$ cat src/rtl/fetch_pkg.sv
// rtl/fetch_pkg.sv - shared states and constants for the instruction fetch sequencer
package fetch_pkg;

  typedef enum logic [1:0] {
    IDLE  = 2'd0,
    FETCH = 2'd1,
    HOLD  = 2'd2,
    KILL  = 2'd3
  } fetch_state_e;

  localparam logic [31:0] PC_INC           = 32'd4;
  localparam logic [31:0] DEFAULT_RESET_PC = 32'h0000_0000;
  localparam logic [31:0] NOP_WORD         = 32'h0000_0000;

endpackage

$ cat src/rtl/fetch_sequencer.sv
// rtl/fetch_sequencer.sv - handshaked PC/fetch/IR sequencer; FETCH_ALIGN_CHECK_EN adds misaligned-redirect rejection
module fetch_sequencer
  import fetch_pkg::*;
#(
  parameter int                 DATA_W   = 32,
  parameter logic [DATA_W-1:0]  RESET_PC = DEFAULT_RESET_PC
) (
  input  logic              CLK,
  input  logic              RESET_N,
  input  logic              stall_i,
  input  logic              redirect_i,
  input  logic [DATA_W-1:0] redirect_pc_i,
  output logic              imem_req_o,
  output logic [DATA_W-1:0] imem_addr_o,
  input  logic              imem_rvalid_i,
  input  logic [DATA_W-1:0] imem_rdata_i,
  output logic [DATA_W-1:0] ir_o,
  output logic [DATA_W-1:0] ir_pc_o,
  output logic              ir_valid_o,
  output logic [DATA_W-1:0] pc_plus4_o
`ifdef FETCH_ALIGN_CHECK_EN
  ,
  output logic              align_err_o
`endif
);

  localparam logic [DATA_W-1:0] INC = DATA_W'(PC_INC);

  fetch_state_e      state_q, state_d;
  logic [DATA_W-1:0] pc_q, pc_d;
  logic [DATA_W-1:0] ir_q, ir_d;
  logic [DATA_W-1:0] ir_pc_q, ir_pc_d;
  logic              ir_valid_q, ir_valid_d;
  logic              redir_take;
  logic [DATA_W-1:0] redir_target;

`ifdef FETCH_ALIGN_CHECK_EN
  logic align_err_q;
  logic misaligned;

  // A misaligned target is dropped entirely rather than rounded down.
  assign misaligned   = redirect_i && (redirect_pc_i[1:0] != 2'b00);
  assign redir_take   = redirect_i && !misaligned;
  assign redir_target = redirect_pc_i;

  always_ff @(posedge CLK or negedge RESET_N) begin
    if (!RESET_N)        align_err_q <= 1'b0;
    else if (misaligned) align_err_q <= 1'b1;
  end

  assign align_err_o = align_err_q;
`else
  assign redir_take   = redirect_i;
  assign redir_target = redirect_pc_i & ~DATA_W'(3);
`endif

  always_comb begin
    state_d    = state_q;
    pc_d       = pc_q;
    ir_d       = ir_q;
    ir_pc_d    = ir_pc_q;
    ir_valid_d = ir_valid_q;
    case (state_q)
      IDLE: state_d = FETCH;
      FETCH: begin
        // Redirect beats returning data; a same-cycle response is simply dropped.
        if (redir_take) begin
          pc_d    = redir_target;
          state_d = imem_rvalid_i ? FETCH : KILL;
        end else if (imem_rvalid_i) begin
          ir_d       = imem_rdata_i;
          ir_pc_d    = pc_q;
          ir_valid_d = 1'b1;
          pc_d       = pc_q + INC;
          state_d    = HOLD;
        end
      end
      HOLD: begin
        if (redir_take) begin
          ir_valid_d = 1'b0;
          pc_d       = redir_target;
          state_d    = FETCH;
        end else if (!stall_i) begin
          ir_valid_d = 1'b0;
          state_d    = FETCH;
        end
      end
      KILL: begin
        if (redir_take)    pc_d    = redir_target;
        if (imem_rvalid_i) state_d = FETCH;
      end
      default: state_d = IDLE;
    endcase
  end

  always_ff @(posedge CLK or negedge RESET_N) begin
    if (!RESET_N) begin
      state_q    <= IDLE;
      pc_q       <= RESET_PC;
      ir_q       <= DATA_W'(NOP_WORD);
      ir_pc_q    <= '0;
      ir_valid_q <= 1'b0;
    end else begin
      state_q    <= state_d;
      pc_q       <= pc_d;
      ir_q       <= ir_d;
      ir_pc_q    <= ir_pc_d;
      ir_valid_q <= ir_valid_d;
    end
  end

  assign imem_req_o  = (state_q == FETCH);
  assign imem_addr_o = pc_q;
  assign ir_o        = ir_q;
  assign ir_pc_o     = ir_pc_q;
  assign ir_valid_o  = ir_valid_q;
  assign pc_plus4_o  = ir_pc_q + INC;

endmodule

$ cat config.mk
export PLATFORM = sky130hd
export DESIGN_NAME = fetch_sequencer
export DESIGN_NICKNAME = d
export VERILOG_FILES = /design/src/rtl/fetch_pkg.sv /design/src/rtl/fetch_sequencer.sv
export SDC_FILE = /design/constraint.sdc
export NUM_CORES = 1
export LEC_CHECK = 0
export ABC_AREA = 1
export ABC_CLOCK_PERIOD_IN_PS = 3100
export CAP_MARGIN = 20
export CORE_MARGIN = 3
export CORE_UTILIZATION = 45
export DETAILED_ROUTE_END_ITERATION = 8
export PLACE_DENSITY = 0.8
export SLEW_MARGIN = 20
export SYNTH_ARGS = -nofsm -noshare
export SYNTH_HDL_FRONTEND = slang
export SYNTH_SLANG_ARGS = --single-unit
export TNS_END_PERCENT = 50
$ cat constraint.sdc
create_clock -name CLK -period 3.1 [get_ports CLK]
set_input_delay 0.62 -clock CLK [delete_from_list [all_inputs] [get_ports CLK]]
set_output_delay 0.62 -clock CLK [all_outputs]
set_load 0.05 [all_outputs]
* Word level (Yosys, flattened, before mapping) *
Index checks and enable logic that the tools add are counted.

word-level totals
  ROM bits = 0
  latch bits = 0
  RAM bits = 0
  input port bits = 69
  memories = 0
  logic and storage cells = 41
  flip-flop bits (word level) = 99

cells by class
  multipliers = 0
  reductions and logical operators = 8
  shifts and indexed selects = 0
  bitwise operators = 1
  $lt $le $gt $ge = 0
  multiplexer cells = 16
  equal/unequal tests = 9
  div/mod/pow operators = 0
  $add $sub $neg = 2

operator list
  operator               count
  $mux 32                3
  $add 32x3->32 const B  2
  $pmux 32 s2            1
  $mux 2                 6
  $reduce_and 3->1       3
  $pmux 2 s4             1
  $eq 2x2->1 const B     2
  $mux 1                 4
  $ne 2x1->1 const B     2
  $ne 2x2->1 const B     2
  $reduce_and 4->1       1
  $reduce_bool 2->1      2
  $ne 3x2->1 const B     1
  $ne 3x3->1 const B     1
  $eq 2x1->1 const B     1
  $logic_not 2->1        1
  $pmux 1 s2             1
  $reduce_or 2->1        1
  $not 1->1              1

* Depth between registers and ports, before layout *
  depth in word-level cells = 4
  gate-level depth with buffers = 11
  depth with buffers taken out = 10

* Worst setup path after synthesis *
Ideal clock, no wire load.

  kind = flip-flop to output port
  from = register ir_pc_q[3] (netlist: ir_pc_o[3])
  to = output port pc_plus4_o[26]
  data arrival time = 2.336 ns
  path buffers = 0
  cell stages (with the launch flop) = 8
  slack = 0.144 ns
  cell sequence = dfrtp_1 > ha_1 > inv_1 > nor3_4 > nand2_1 > inv_1 > nand2_1 > xnor2_1

between the ends
  word-level cells in the longest chain between the ends = 1

RTL lines
  item                    line                    source
  from (decl)             fetch_sequencer.sv:32   logic [DATA_W-1:0] ir_pc_q, ir_pc_d;
  from (signal assigned)  fetch_sequencer.sv:107  ir_pc_q <= ir_pc_d;
  $add 32x3->32           fetch_sequencer.sv:117  assign pc_plus4_o = ir_pc_q + INC;
  to (decl)               fetch_sequencer.sv:20   output logic [DATA_W-1:0] pc_plus4_o

Every way passes these cells.

* Worst setup path in the final report *
  from = register ir_pc_q[6] (netlist: ir_pc_o[6])
  to = output port pc_plus4_o[11]

The elaborated chain is that of the path after synthesis.

==> results_dict.tcl <==
set metrics [dict create \
    status "completed" \
    layout_worst_path_cycle_share 0.967 \
    coreArea_mm2 0.0121 \
    routed_wirelength_um 16500 \
    synth_flop_cell "dfrtp_1" \
    place.gp.congestion 0.907 \
    p_per_area_mw_per_mm2 1020 \
    area_growth_pct 42.2 \
    worstSetupPathType "flop to primary output" \
    synth_most_common_cell "nand2_1" \
    path_clk_slew_ps 70 \
    fin_tns_setup_ps 0 \
    slowest_delay_ps 830 \
    reg2reg_slack_ps 1320 \
    cts_buffer_depth 2 \
    hold_path.class "input pin to async pin" \
    hold_viol 0 \
    hpwl_um 12900 \
    fin_nets 987 \
    grt_pass1_vias 5088 \
    grt_start_max_net_pins 67 \
    period_needed_ps 3000 \
    yosys_warnings 0 \
    postCtsSetupRepairBufs 0 \
    postCtsHoldBufs 0 \
    rows 40 \
    reg2reg_depth 10 \
    synth_area_mm2 0.00559 \
    cpLargestDelayFamily "buffers and inverters" \
    die_y_um 117 \
    root_buffer "clkbuf_16" \
    crit_chain "nand2_1 -> nor2_4 -> nand2_2 -> nor2_2 -> xor2_1 -> clkdlybuf4s50_1" \
    yosys-top-cells-area "dfrtp_1, nand2_1, nor2_1" \
    worst_slew_pin_slew_ps 613 \
    fmax_ghz 0.334 \
    synth_area_leader_cell "dfrtp_1" \
    cts.sinks 95 \
    place_area_mm2 0.00760 \
    peakVddDrop_mv 0.425 \
    relSlewSlack 0.591 \
    stdcell_area_mm2 0.00794 \
    synthCells 732 \
    seq_area_frac_synth 0.426 \
    clk_latency_ps 340 \
    syn_avg_cell_area_um2 7.63 \
    drtIter0Drc 408 \
    worst-path-buf-inv 1 \
    ioPinCount 199 \
    ys_types 33 \
    clock_power_share 0.150 \
    yosys.area.top_type_share 0.426 \
    finalMaxSlewViolations 0 \
    cts_inserted_buffers 9 \
    antenna_found_initial 0 \
    setup_viol 0 \
    grt_overflow 0 \
    synth-edff-count 0 \
    skew_ps 8.65 \
    start_util 0.463 \
    critPathSlowestCell "clkdlybuf4s50_1" \
    ys_seq_elements 95 \
    ys_top_cells_by_count "nand2_1, dfrtp_1, nor2_1" \
    grt_setup_unrepaired "false" \
    ant_nets 0 \
    io_buffers 190 \
    grt_pass1_wl_um 26300 \
    dieArea_mm2 0.0138 \
    die_w_um 117 \
    cp_max_fo 5 \
    reg2reg_to "imem_addr_o[28]" \
    drv_cap 0 \
    cp.arrival_ps 2380 \
    grt_usage 0.236 \
    cts_tree "done" \
    power_switching_mw 4.25 \
    pwr-share-seq 0.274 \
    r2r_start "imem_addr_o[2]" \
    htree_levels 3 \
    drive_above_1_share 0.100 \
    vias 5474 \
    combPwrFrac 0.576 \
    dr.pass1.iters 5 \
    wl_per_cell_um 15.2 \
    total_leakage_power_nw 3.65 \
    power_switching_share 0.524 \
    drc 0 \
    via_per_inst 5.03 \
    fin_util 0.658 \
    end_kind "primary output" \
    critPathRequiredTime_ps 2480 \
    synth_async_sr_flop_share 1.00 \
    p_int_mw 3.87 \
    diodes 0 \
    total_power_mw 8.12 \
    startpoint_type "flop" \
]
## state kept, by name, summed over array words and instances, names as in the netlist
signal	cells
ir_valid_o	1
imem_addr_o	30
ir_pc_o	30
state_q	2
ir_o	32
## worst max path at each step
| stage | start | end | slack (ps) | cells past startpoint |
|---|---|---|---|---|
| 3_3_place_gp | ir_pc_o[4] | pc_plus4_o[16] | 350 | 6 |
| 5_1_grt | ir_pc_o[6] | pc_plus4_o[11] | 3 | 6 |
| 4_1_cts | ir_pc_o[18] | pc_plus4_o[27] | 1 | 7 |
| 3_5_place_dp | ir_pc_o[4] | pc_plus4_o[16] | 340 | 6 |
| 2_1_floorplan | ir_pc_o[3] | pc_plus4_o[26] | 140 | 7 |
| 6_report | ir_pc_o[6] | pc_plus4_o[11] | 100 | 6 |
## metrics by stage
stage	instances	hold slack, ps	setup slack, ps
floorplan	737	324	144
global placement	1073	487	352
detailed placement	1073	492	343
CTS	1088	214	1.08
global route	1088	233	2.74
finish	1088	209	102
## cells by family after synthesis
| logic type | Yosys count | share of synthesized area |
|---|---|---|
| compound gates | 68 | 0.0634 |
| fa+ha+maj | 2 | 0.00448 |
| mux | 33 | 0.0733 |
| simple gates | 413 | 0.317 |
| buf+inv | 93 | 0.0737 |
| flops | 95 | 0.426 |
| xor+xnor | 27 | 0.0423 |
| other cells | 1 | 0.000671 |
## power by group through the flow
stage | combinational (mW) | sequential, mW | clock [mW]
final | 4.68 | 2.23 | 1.22
after global routing | 4.90 | 2.30 | 1.28
after CTS | 4.70 | 2.22 | 1.24
after detailed placement | 4.70 | 2.23 | 0
after global placement | 4.66 | 2.21 | 0
after floorplan | 1.68 | 3.58 | 0
## routing by layer
metal | track usage | routed length (um)
met5 | 0 | 0
met4 | 0.0726 | 339
met3 | 0.0333 | 973
met2 | 0.391 | 7860
met1 | 0.323 | 7360
## cell type report
| class | instances | area (um^2) |
|---|---|---|
| clock buffer | 9 | 225 |
| clock inverter | 6 | 97.6 |
| fill | 1060 | 4120 |
| inverter | 65 | 244 |
| multi-input combinational | 549 | 2830 |
| sequential | 95 | 2380 |
| tap | 168 | 210 |
| timing repair buffer | 196 | 1960 |
## placed cells by master (no fill, tap or decap), types with 2 or more instances in the layout
cell type and instances:
nand2_2 5, nand3b_1 5, nand2_1 223, nor2_1 92, nand4_1 10, o21ai_1 2, ha_1 2, nor2_4 4
mux2_2 23, bufinv_16 2, nor2_2 9, buf_12 2, dlygate4sd2_1 4, dlymetal6s2s_1 9, clkdlybuf4s50_1 166, conb_1 6
xor2_1 18, inv_1 60, nand3_1 45, nor3_1 14, a22oi_1 2, buf_4 15, dfrtp_1 95, mux2_4 10
xnor2_1 9, o21ai_0 50, inv_2 5, clkbuf_16 9, o22ai_1 6, inv_6 3, a21oi_1 7
## what timing repair did
item	in CTS	in global routing
resized for setup	4	9
pin swaps	0	0
endpoints found under the setup margin	4	9
No activity file was read; power rests on OpenSTA's default activity.
